**config.mk**
```make
export PLATFORM = sky130hd
export DESIGN_NAME = fetch_scheduler_flat
export DESIGN_NICKNAME = d
export VERILOG_FILES = /design/src/rtl/fetch_scheduler_if.sv /design/src/rtl/fetch_scheduler.sv /design/src/flat_wrapper.sv
export SDC_FILE = /design/constraint.sdc
export NUM_CORES = 1
export LEC_CHECK = 0
export CAP_MARGIN = 20
export CORE_MARGIN = 2
export CORE_UTILIZATION = 41
export DETAILED_ROUTE_END_ITERATION = 10
export GPL_TIMING_DRIVEN = 0
export PLACE_DENSITY = 0.68
export SYNTH_ARGS = -nofsm -noshare
export SYNTH_HDL_FRONTEND = slang
export SYNTH_SLANG_ARGS = --single-unit
```
**constraint.sdc**
```tcl
create_clock -name clock -period 6.5 [get_ports clock]
set_input_delay 1.3 -clock clock [delete_from_list [all_inputs] [get_ports clock]]
set_output_delay 1.3 -clock clock [all_outputs]
set_load 0.01 [all_outputs]
```
**src/rtl/fetch_scheduler_if.sv**
```systemverilog
// ============================================================================
// Module   : fetch_pkg / fetch_scheduler_if
// Purpose  : Shared fetch-side types and the memory/inst_buffer bus bundle
//            used by fetch_scheduler.
// Signals  : mem_req_valid/mem_req_addr/mem_req_ready  line read request
//            mem_rsp_valid/mem_rsp_data                in-order line response
//            if_ib_packet[0:1]                         pair to inst_buffer
// Revision : 1.0  initial release
// ============================================================================
`default_nettype none

package fetch_pkg;
  localparam int XLEN = 32;

  typedef struct packed {
    logic            valid;
    logic [31:0]     inst;
    logic [XLEN-1:0] pc;
    logic [XLEN-1:0] npc;
  } if_ib_packet_t;
endpackage

interface fetch_scheduler_if;
  import fetch_pkg::*;

  logic                      mem_req_valid;
  logic [XLEN-1:0]           mem_req_addr;
  logic                      mem_req_ready;
  logic                      mem_rsp_valid;
  logic [63:0]               mem_rsp_data;
  if_ib_packet_t [0:1]       if_ib_packet;

  // master: the fetch scheduler; slave: memory plus inst_buffer side
  modport master (
    output mem_req_valid, mem_req_addr, if_ib_packet,
    input  mem_req_ready, mem_rsp_valid, mem_rsp_data
  );
  modport slave (
    input  mem_req_valid, mem_req_addr, if_ib_packet,
    output mem_req_ready, mem_rsp_valid, mem_rsp_data
  );
endinterface

`default_nettype wire

```
**src/rtl/fetch_scheduler.sv**
```systemverilog
// ============================================================================
// Module   : fetch_scheduler
// Purpose  : Issues in-order 64-bit line reads, paces them with credits
//            against inst_buffer occupancy, discards responses made stale by a
//            squash and writes instruction pairs into the inst_buffer.
// Ports    : clock          rising-edge clock
//            reset          asynchronous active-low reset
//            squash         redirect, flushes the pending fetch stream
//            branch_target  redirect PC, bit[2] skips slot 0 of first line
//            buf_pop        inst_buffer retired one pair entry
//            bus            fetch_scheduler_if.master (memory + packet side)
// Revision : 1.0  initial release
// ============================================================================
`default_nettype none

module fetch_scheduler
  import fetch_pkg::*;
#(
  parameter int              DEPTH    = 16,
  parameter int              MAX_OUT  = 4,
  parameter logic [XLEN-1:0] RESET_PC = '0
) (
  input wire                 clock,
  input wire                 reset,
  input wire                 squash,
  input wire [XLEN-1:0]      branch_target,
  input wire                 buf_pop,
  fetch_scheduler_if.master  bus
);

  localparam int              CNT_W     = $clog2(DEPTH + 1);
  localparam logic [CNT_W-1:0] C_DEPTH   = CNT_W'(DEPTH);
  localparam logic [CNT_W-1:0] C_MAX_OUT = CNT_W'(MAX_OUT);
  localparam logic [XLEN-1:0]  C_LINE    = XLEN'(8);
  localparam logic [XLEN-1:0]  C_SLOT    = XLEN'(4);

  typedef enum logic [1:0] {
    ST_FETCH = 2'd0,
    ST_STALL = 2'd1,
    ST_HOLD  = 2'd2
  } state_t;

  state_t              r_state, w_state_nxt;
  logic [XLEN-1:0]     r_fetch_pc, r_hold_addr, r_rsp_pc;
  logic [CNT_W-1:0]    r_occ, r_out, r_stale;
  logic                r_skip0, r_pend_stale;
  if_ib_packet_t [0:1] r_pkt;

  logic                w_req_valid, w_accept, w_rsp_take, w_pop, w_credit_nxt;
  logic [XLEN-1:0]     w_req_addr, w_target_line;
  logic [CNT_W-1:0]    w_occ_nxt, w_out_nxt, w_stale_nxt;
  logic [CNT_W:0]      w_demand_nxt;
  logic                w_unused_target_lsb;

  // Valid depends only on registered state, so it cannot glitch with squash
  // and is never withdrawn while held.
  assign w_req_valid   = (r_state != ST_STALL);
  assign w_req_addr    = (r_state == ST_HOLD) ? r_hold_addr : r_fetch_pc;
  assign w_accept      = w_req_valid && bus.mem_req_ready;
  assign w_rsp_take    = bus.mem_rsp_valid && (r_stale == '0) && !squash;
  assign w_pop         = buf_pop && (r_occ != '0);
  assign w_target_line = {branch_target[XLEN-1:3], 3'b000};
  assign w_unused_target_lsb = ^branch_target[1:0];

  assign bus.mem_req_valid = w_req_valid;
  assign bus.mem_req_addr  = w_req_addr;
  assign bus.if_ib_packet  = r_pkt;

  // Next counter values; the issue decision for next cycle is made from these
  // so that the state register alone decides mem_req_valid.
  always_comb begin
    w_out_nxt = r_out + CNT_W'(w_accept) - CNT_W'(bus.mem_rsp_valid);
    if (squash) begin
      w_occ_nxt   = '0;
      // everything still in flight after this cycle belongs to the old stream
      w_stale_nxt = w_out_nxt;
    end else begin
      w_occ_nxt   = r_occ + CNT_W'(w_rsp_take) - CNT_W'(w_pop);
      w_stale_nxt = r_stale
                  - CNT_W'(bus.mem_rsp_valid && (r_stale != '0))
                  + CNT_W'(w_accept && r_pend_stale);
    end
    // live_out = outstanding - stale; each live request reserves a buffer slot
    w_demand_nxt = {1'b0, w_occ_nxt} + {1'b0, w_out_nxt} - {1'b0, w_stale_nxt};
    w_credit_nxt = (w_out_nxt < C_MAX_OUT) && (w_demand_nxt < {1'b0, C_DEPTH});
  end

  always_comb begin
    w_state_nxt = r_state;
    case (r_state)
      ST_FETCH, ST_HOLD: begin
        if (!bus.mem_req_ready)  w_state_nxt = ST_HOLD;
        else if (w_credit_nxt)   w_state_nxt = ST_FETCH;
        else                     w_state_nxt = ST_STALL;
      end
      ST_STALL: w_state_nxt = w_credit_nxt ? ST_FETCH : ST_STALL;
      default:  w_state_nxt = ST_STALL;
    endcase
  end

  // Reset lands in STALL so the request valid is low during reset; the first
  // edge after release moves to FETCH.
  always_ff @(posedge clock or negedge reset) begin
    if (!reset) r_state <= ST_STALL;
    else        r_state <= w_state_nxt;
  end

  always_ff @(posedge clock or negedge reset) begin
    if (!reset) begin
      r_fetch_pc   <= RESET_PC;
      r_hold_addr  <= RESET_PC;
      r_rsp_pc     <= RESET_PC;
      r_occ        <= '0;
      r_out        <= '0;
      r_stale      <= '0;
      r_skip0      <= 1'b0;
      r_pend_stale <= 1'b0;
      r_pkt        <= '0;
    end else begin
      r_occ   <= w_occ_nxt;
      r_out   <= w_out_nxt;
      r_stale <= w_stale_nxt;

      if (w_req_valid && !bus.mem_req_ready) r_hold_addr <= w_req_addr;

      if (squash) begin
        r_fetch_pc   <= w_target_line;
        r_rsp_pc     <= w_target_line;
        r_skip0      <= branch_target[2];
        // a request still waiting for ready keeps its old address and is
        // counted stale once memory takes it
        r_pend_stale <= w_req_valid && !bus.mem_req_ready;
      end else begin
        // an accepted stale request does not advance the new stream's PC
        if (w_accept && !r_pend_stale) r_fetch_pc <= r_fetch_pc + C_LINE;
        if (w_accept)                  r_pend_stale <= 1'b0;
        if (w_rsp_take) begin
          r_rsp_pc <= r_rsp_pc + C_LINE;
          r_skip0  <= 1'b0;
        end
      end

      r_pkt[0].valid <= 1'b0;
      r_pkt[1].valid <= 1'b0;
      if (w_rsp_take) begin
        r_pkt[0].valid <= !r_skip0;
        r_pkt[0].inst  <= bus.mem_rsp_data[31:0];
        r_pkt[0].pc    <= r_rsp_pc;
        r_pkt[0].npc   <= r_rsp_pc + C_SLOT;
        r_pkt[1].valid <= 1'b1;
        r_pkt[1].inst  <= bus.mem_rsp_data[63:32];
        r_pkt[1].pc    <= r_rsp_pc + C_SLOT;
        r_pkt[1].npc   <= r_rsp_pc + C_LINE;
      end
    end
  end

  a_occ_bound:   assert property (@(posedge clock) disable iff (!reset) r_occ <= C_DEPTH);
  a_out_bound:   assert property (@(posedge clock) disable iff (!reset) r_out <= C_MAX_OUT);
  a_stale_bound: assert property (@(posedge clock) disable iff (!reset) r_stale <= r_out);
  a_rsp_expect:  assert property (@(posedge clock) disable iff (!reset)
                                  bus.mem_rsp_valid |-> (r_out != '0));
  a_no_full_wr:  assert property (@(posedge clock) disable iff (!reset)
                                  w_rsp_take |-> ((r_occ < C_DEPTH) || w_pop));

endmodule

`default_nettype wire

```
**src/flat_wrapper.sv**
```systemverilog
// flat-port wrapper written by rule: the top's interface ports become plain ports
module fetch_scheduler_flat import fetch_pkg::*;
#(
  parameter int              DEPTH    = 16,
  parameter int              MAX_OUT  = 4,
  parameter logic [XLEN-1:0] RESET_PC = '0
)
  (clock, reset, squash, branch_target, buf_pop, bus_mem_req_valid, bus_mem_req_addr, bus_if_ib_packet, bus_mem_req_ready, bus_mem_rsp_valid, bus_mem_rsp_data);
  fetch_scheduler_if bus_i ();
  input wire clock;
  input wire reset;
  input wire squash;
  input wire [XLEN-1:0] branch_target;
  input wire buf_pop;
  output wire logic [$bits(bus_i.mem_req_valid)-1:0] bus_mem_req_valid;
  output wire logic [$bits(bus_i.mem_req_addr)-1:0] bus_mem_req_addr;
  output wire logic [$bits(bus_i.if_ib_packet)-1:0] bus_if_ib_packet;
  input wire logic [$bits(bus_i.mem_req_ready)-1:0] bus_mem_req_ready;
  input wire logic [$bits(bus_i.mem_rsp_valid)-1:0] bus_mem_rsp_valid;
  input wire logic [$bits(bus_i.mem_rsp_data)-1:0] bus_mem_rsp_data;
  assign bus_mem_req_valid = bus_i.mem_req_valid;
  assign bus_mem_req_addr = bus_i.mem_req_addr;
  assign bus_if_ib_packet = bus_i.if_ib_packet;
  assign bus_i.mem_req_ready = bus_mem_req_ready;
  assign bus_i.mem_rsp_valid = bus_mem_rsp_valid;
  assign bus_i.mem_rsp_data = bus_mem_rsp_data;
  fetch_scheduler #(.DEPTH(DEPTH), .MAX_OUT(MAX_OUT), .RESET_PC(RESET_PC)) u_core (.clock(clock), .reset(reset), .squash(squash), .branch_target(branch_target), .buf_pop(buf_pop), .bus(bus_i));
endmodule
```
==> results.tsv <==
metric	value	unit
critical_path_class	input pin to register	
drive_gt1_share	14.6	%
p_comb_share	39.5	%
seqPwrFrac	35.5	%
fmax	182	MHz
synthCells	1265	
cts_setup_buffers	0	
clk_latency	0.55	ns
final_area	17400	um2
start_kind	input pin	
synth_edf_count	0	
clk_pin_slew	0.06	ns
cts_resized	0	
status	complete, no violations	
dieArea	32200	um2
yosys-top-cells-count	nand2_1 (398), dfrtp_1 (261), mux2_2 (92)	
ys.flop_type	dfrtp_1	
grt_pass1_vias	9813	
core	30400	um2
syn_area_per_cell	9.97	um2
cts_max_level	1	
dp_hpwl	27700	um
ys_ff_latch	262	
grt_pass1_wl	56100	um
syn_to_final_growth	37.9	%
synth_area_leader_cell	dfrtp_1	
p_sw_share	32.8	%
required	6.97	ns
setup_violations	0	
drc	0	
die_height	179	um
rrSetupSlack	1.63	ns
netlist_top_cells_area	dfrtp_1 (52%), nand2_1 (12%), mux2_2 (8.2%), xnor2_1 (3.8%), buf_4 (2.5%)	
pwr-share-clk	25.0	%
p_leak	8.08	nW
drtPass1Iterations	5	
die_x	179	um
p_switching	2.27	mW
ys_seq_area_share	52.0	%
synth-async-reset-ratio	100	%
rsz0062_at_grt	no	
worst_pin_slew	0.746	ns
finalCriticalPeriod	5.50	ns
maxCapViolCount	0	
drtIter0Drc	742	
grt_max_degree	116	
floorplan.initialDensity	41.5	%
viasPerCell	4.89	
gp_congestion	0.872	
cts-root-buf	clkbuf_16	
fp-row-count	64	
finalHoldViolCount	0	
ir_worst_vdd	0.000195	V
synth_most_common_cell	nand2_1	
ys_warn_count	0	
relSlewSlack	50.3	%
fin_crit_sh	84.6	%
antenna_left	0	
drv_slew	0	
reg2reg_depth	17	
clockBufferDepth	3	
overflow	0	
internal_power	4.64	mW
cts_tree	yes	
track_usage	22.5	%
place_area	16400	um2
fin_nets	1756	
finClkSkew	0.0108	ns
endpoint_kind	register	
finalSetupTns	0	ns
avgRoutedWirePerCell	18.0	um
min_path_cells	2	
numPortBuffers	315	
min_path_type	register to register	
syn_area	12600	um2
synthDistinctLibCells	62	
critical_path.max_fanout	11	
critPathArrivalTime	5.96	ns
num_vias	9998	
cts.sinks	262	
power_density	397	nW/um2
cts_buffers	30	
antenna_found_initial	2	
drt-total-wl	36800	um
postCtsHoldBufs	0	
io_pins	329	
synthDominantCellAreaShare	51.8	%
[worst max-delay path, cell delays in order]
cell and delay, ns:
clkdlybuf4s50_1 0.55, nand3_1 0.42, clkinv_1 0.31, buf_2 0.31, ha_1 0.25, fa_1 0.41
a21oi_1 0.15, nor2_1 0.06, or3_1 0.34, a21oi_1 0.33, fa_1 0.46, ha_1 0.31
or4_1 0.51, o21ai_0 0.12, a21oi_1 0.11
[stage by stage]
stage	total power [mW]	hold slack (ns)	setup WS (ns)	std cells	util (%)
2_1_floorplan	3.90	0.403	1.58	1274	-
3_3_place_gp	5.12	0.457	-7.22	1985	53.6
6_report	6.91	0.473	1.00	2044	57.1
4_1_cts	6.98	0.476	1.06	2042	57.1
3_5_place_dp	5.21	0.461	0.490	1987	53.8
5_1_grt	7.38	0.494	0.803	2042	57.1
[path summary, 6_finish.rpt]
path,to,start
hold / removal,u_core.bus.if_ib_packet[86],u_core.bus.if_ib_packet[86]
setup / recovery,u_core.r_state[0],bus_mem_rsp_valid
hold reg to reg,u_core.bus.if_ib_packet[86],u_core.bus.if_ib_packet[86]
max in group asynchronous,u_core.r_hold_addr[20],reset
setup reg to reg,u_core.r_state[0],u_core.r_stale[2]
min in group asynchronous,u_core.bus.if_ib_packet[87],reset
[metal layers]
layer	vias to the layer above	track usage (%)	share of wire, %
met1	4843	32.8	45
met5	-	0	0
met2	303	35.6	47
met3	55	2.81	5.4
met4	0	5.95	2.4
li1	4797	-	-
[cell usage in the layout, fill, tap and decap left out, types with 3 or more instances in the layout]
cell type | synthesis | final
buf_1 | 3 | 3
nor3_1 | 24 | 24
inv_1 | 31 | 31
a21boi_1 | 3 | 3
clkbuf_16 | 0 | 31
or3_1 | 3 | 3
a21o_1 | 6 | 6
and4_4 | 3 | 3
nand4_1 | 18 | 18
nor2_1 | 34 | 34
xor2_1 | 35 | 35
clkinv_2 | 0 | 5
nand2_1 | 398 | 398
buf_2 | 28 | 28
and2_1 | 8 | 8
nand3_1 | 22 | 22
nor2b_1 | 7 | 7
and3_1 | 14 | 14
buf_4 | 42 | 42
mux2i_1 | 3 | 3
xnor2_1 | 55 | 55
ha_1 | 24 | 24
clkdlybuf4s50_1 | 0 | 314
fa_1 | 7 | 7
nand2b_1 | 7 | 7
a21boi_0 | 3 | 3
clkbuf_8 | 0 | 9
clkbuf_1 | 30 | 35
mux2_2 | 92 | 92
o21ai_0 | 34 | 34
conb_1 | 1 | 10
nor4_1 | 7 | 7
dfrtp_1 | 261 | 261
a21oi_1 | 24 | 24
[logic make-up after synthesis]
group	Yosys count	synth area share, %
other	1	0.0297
flip-flops	262	52.0
multiplexers	95	8.45
XOR/XNOR	90	6.25
adder cells (fa/ha/maj)	31	3.49
AO/OA/AOI/OAI	80	3.67
buffers and inverters	137	5.61
AND/OR/NAND/NOR	569	20.5
[power by group through the flow]
stage               sequential (mW)  clock, mW  combinational (mW)
global route                   2.51       1.83                3.04
CTS                            2.45       1.76                2.76
detailed placement             2.48          0                2.73
floorplan                      2.55          0                1.35
global placement               2.46          0                2.66
finish                         2.45       1.73                2.73
[flip-flops by register name, indices dropped and copies added, names as in the netlist]
name,cells
u_core.r_occ,5
u_core.r_out,5
u_core.bus.if_ib_packet,153
u_core.r_stale,5
u_core.r_state,2
u_core.r_hold_addr,32
u_core.r_skip0,1
u_core.r_pend_stale,1
u_core.r_fetch_pc,29
u_core.r_rsp_pc,29
[cell type report]
type / count / area [um2]
inverter: 33 / 124
timing repair buffer: 317 / 3210
antenna: 2 / 5.00
multi-input combinational: 875 / 5380
fill: 2659 / 13000
sequential: 262 / 6560
clock inverter: 10 / 109
tap: 396 / 495
clock buffer: 45 / 918
buffer: 104 / 584
(Power assumes the default switching activity.)
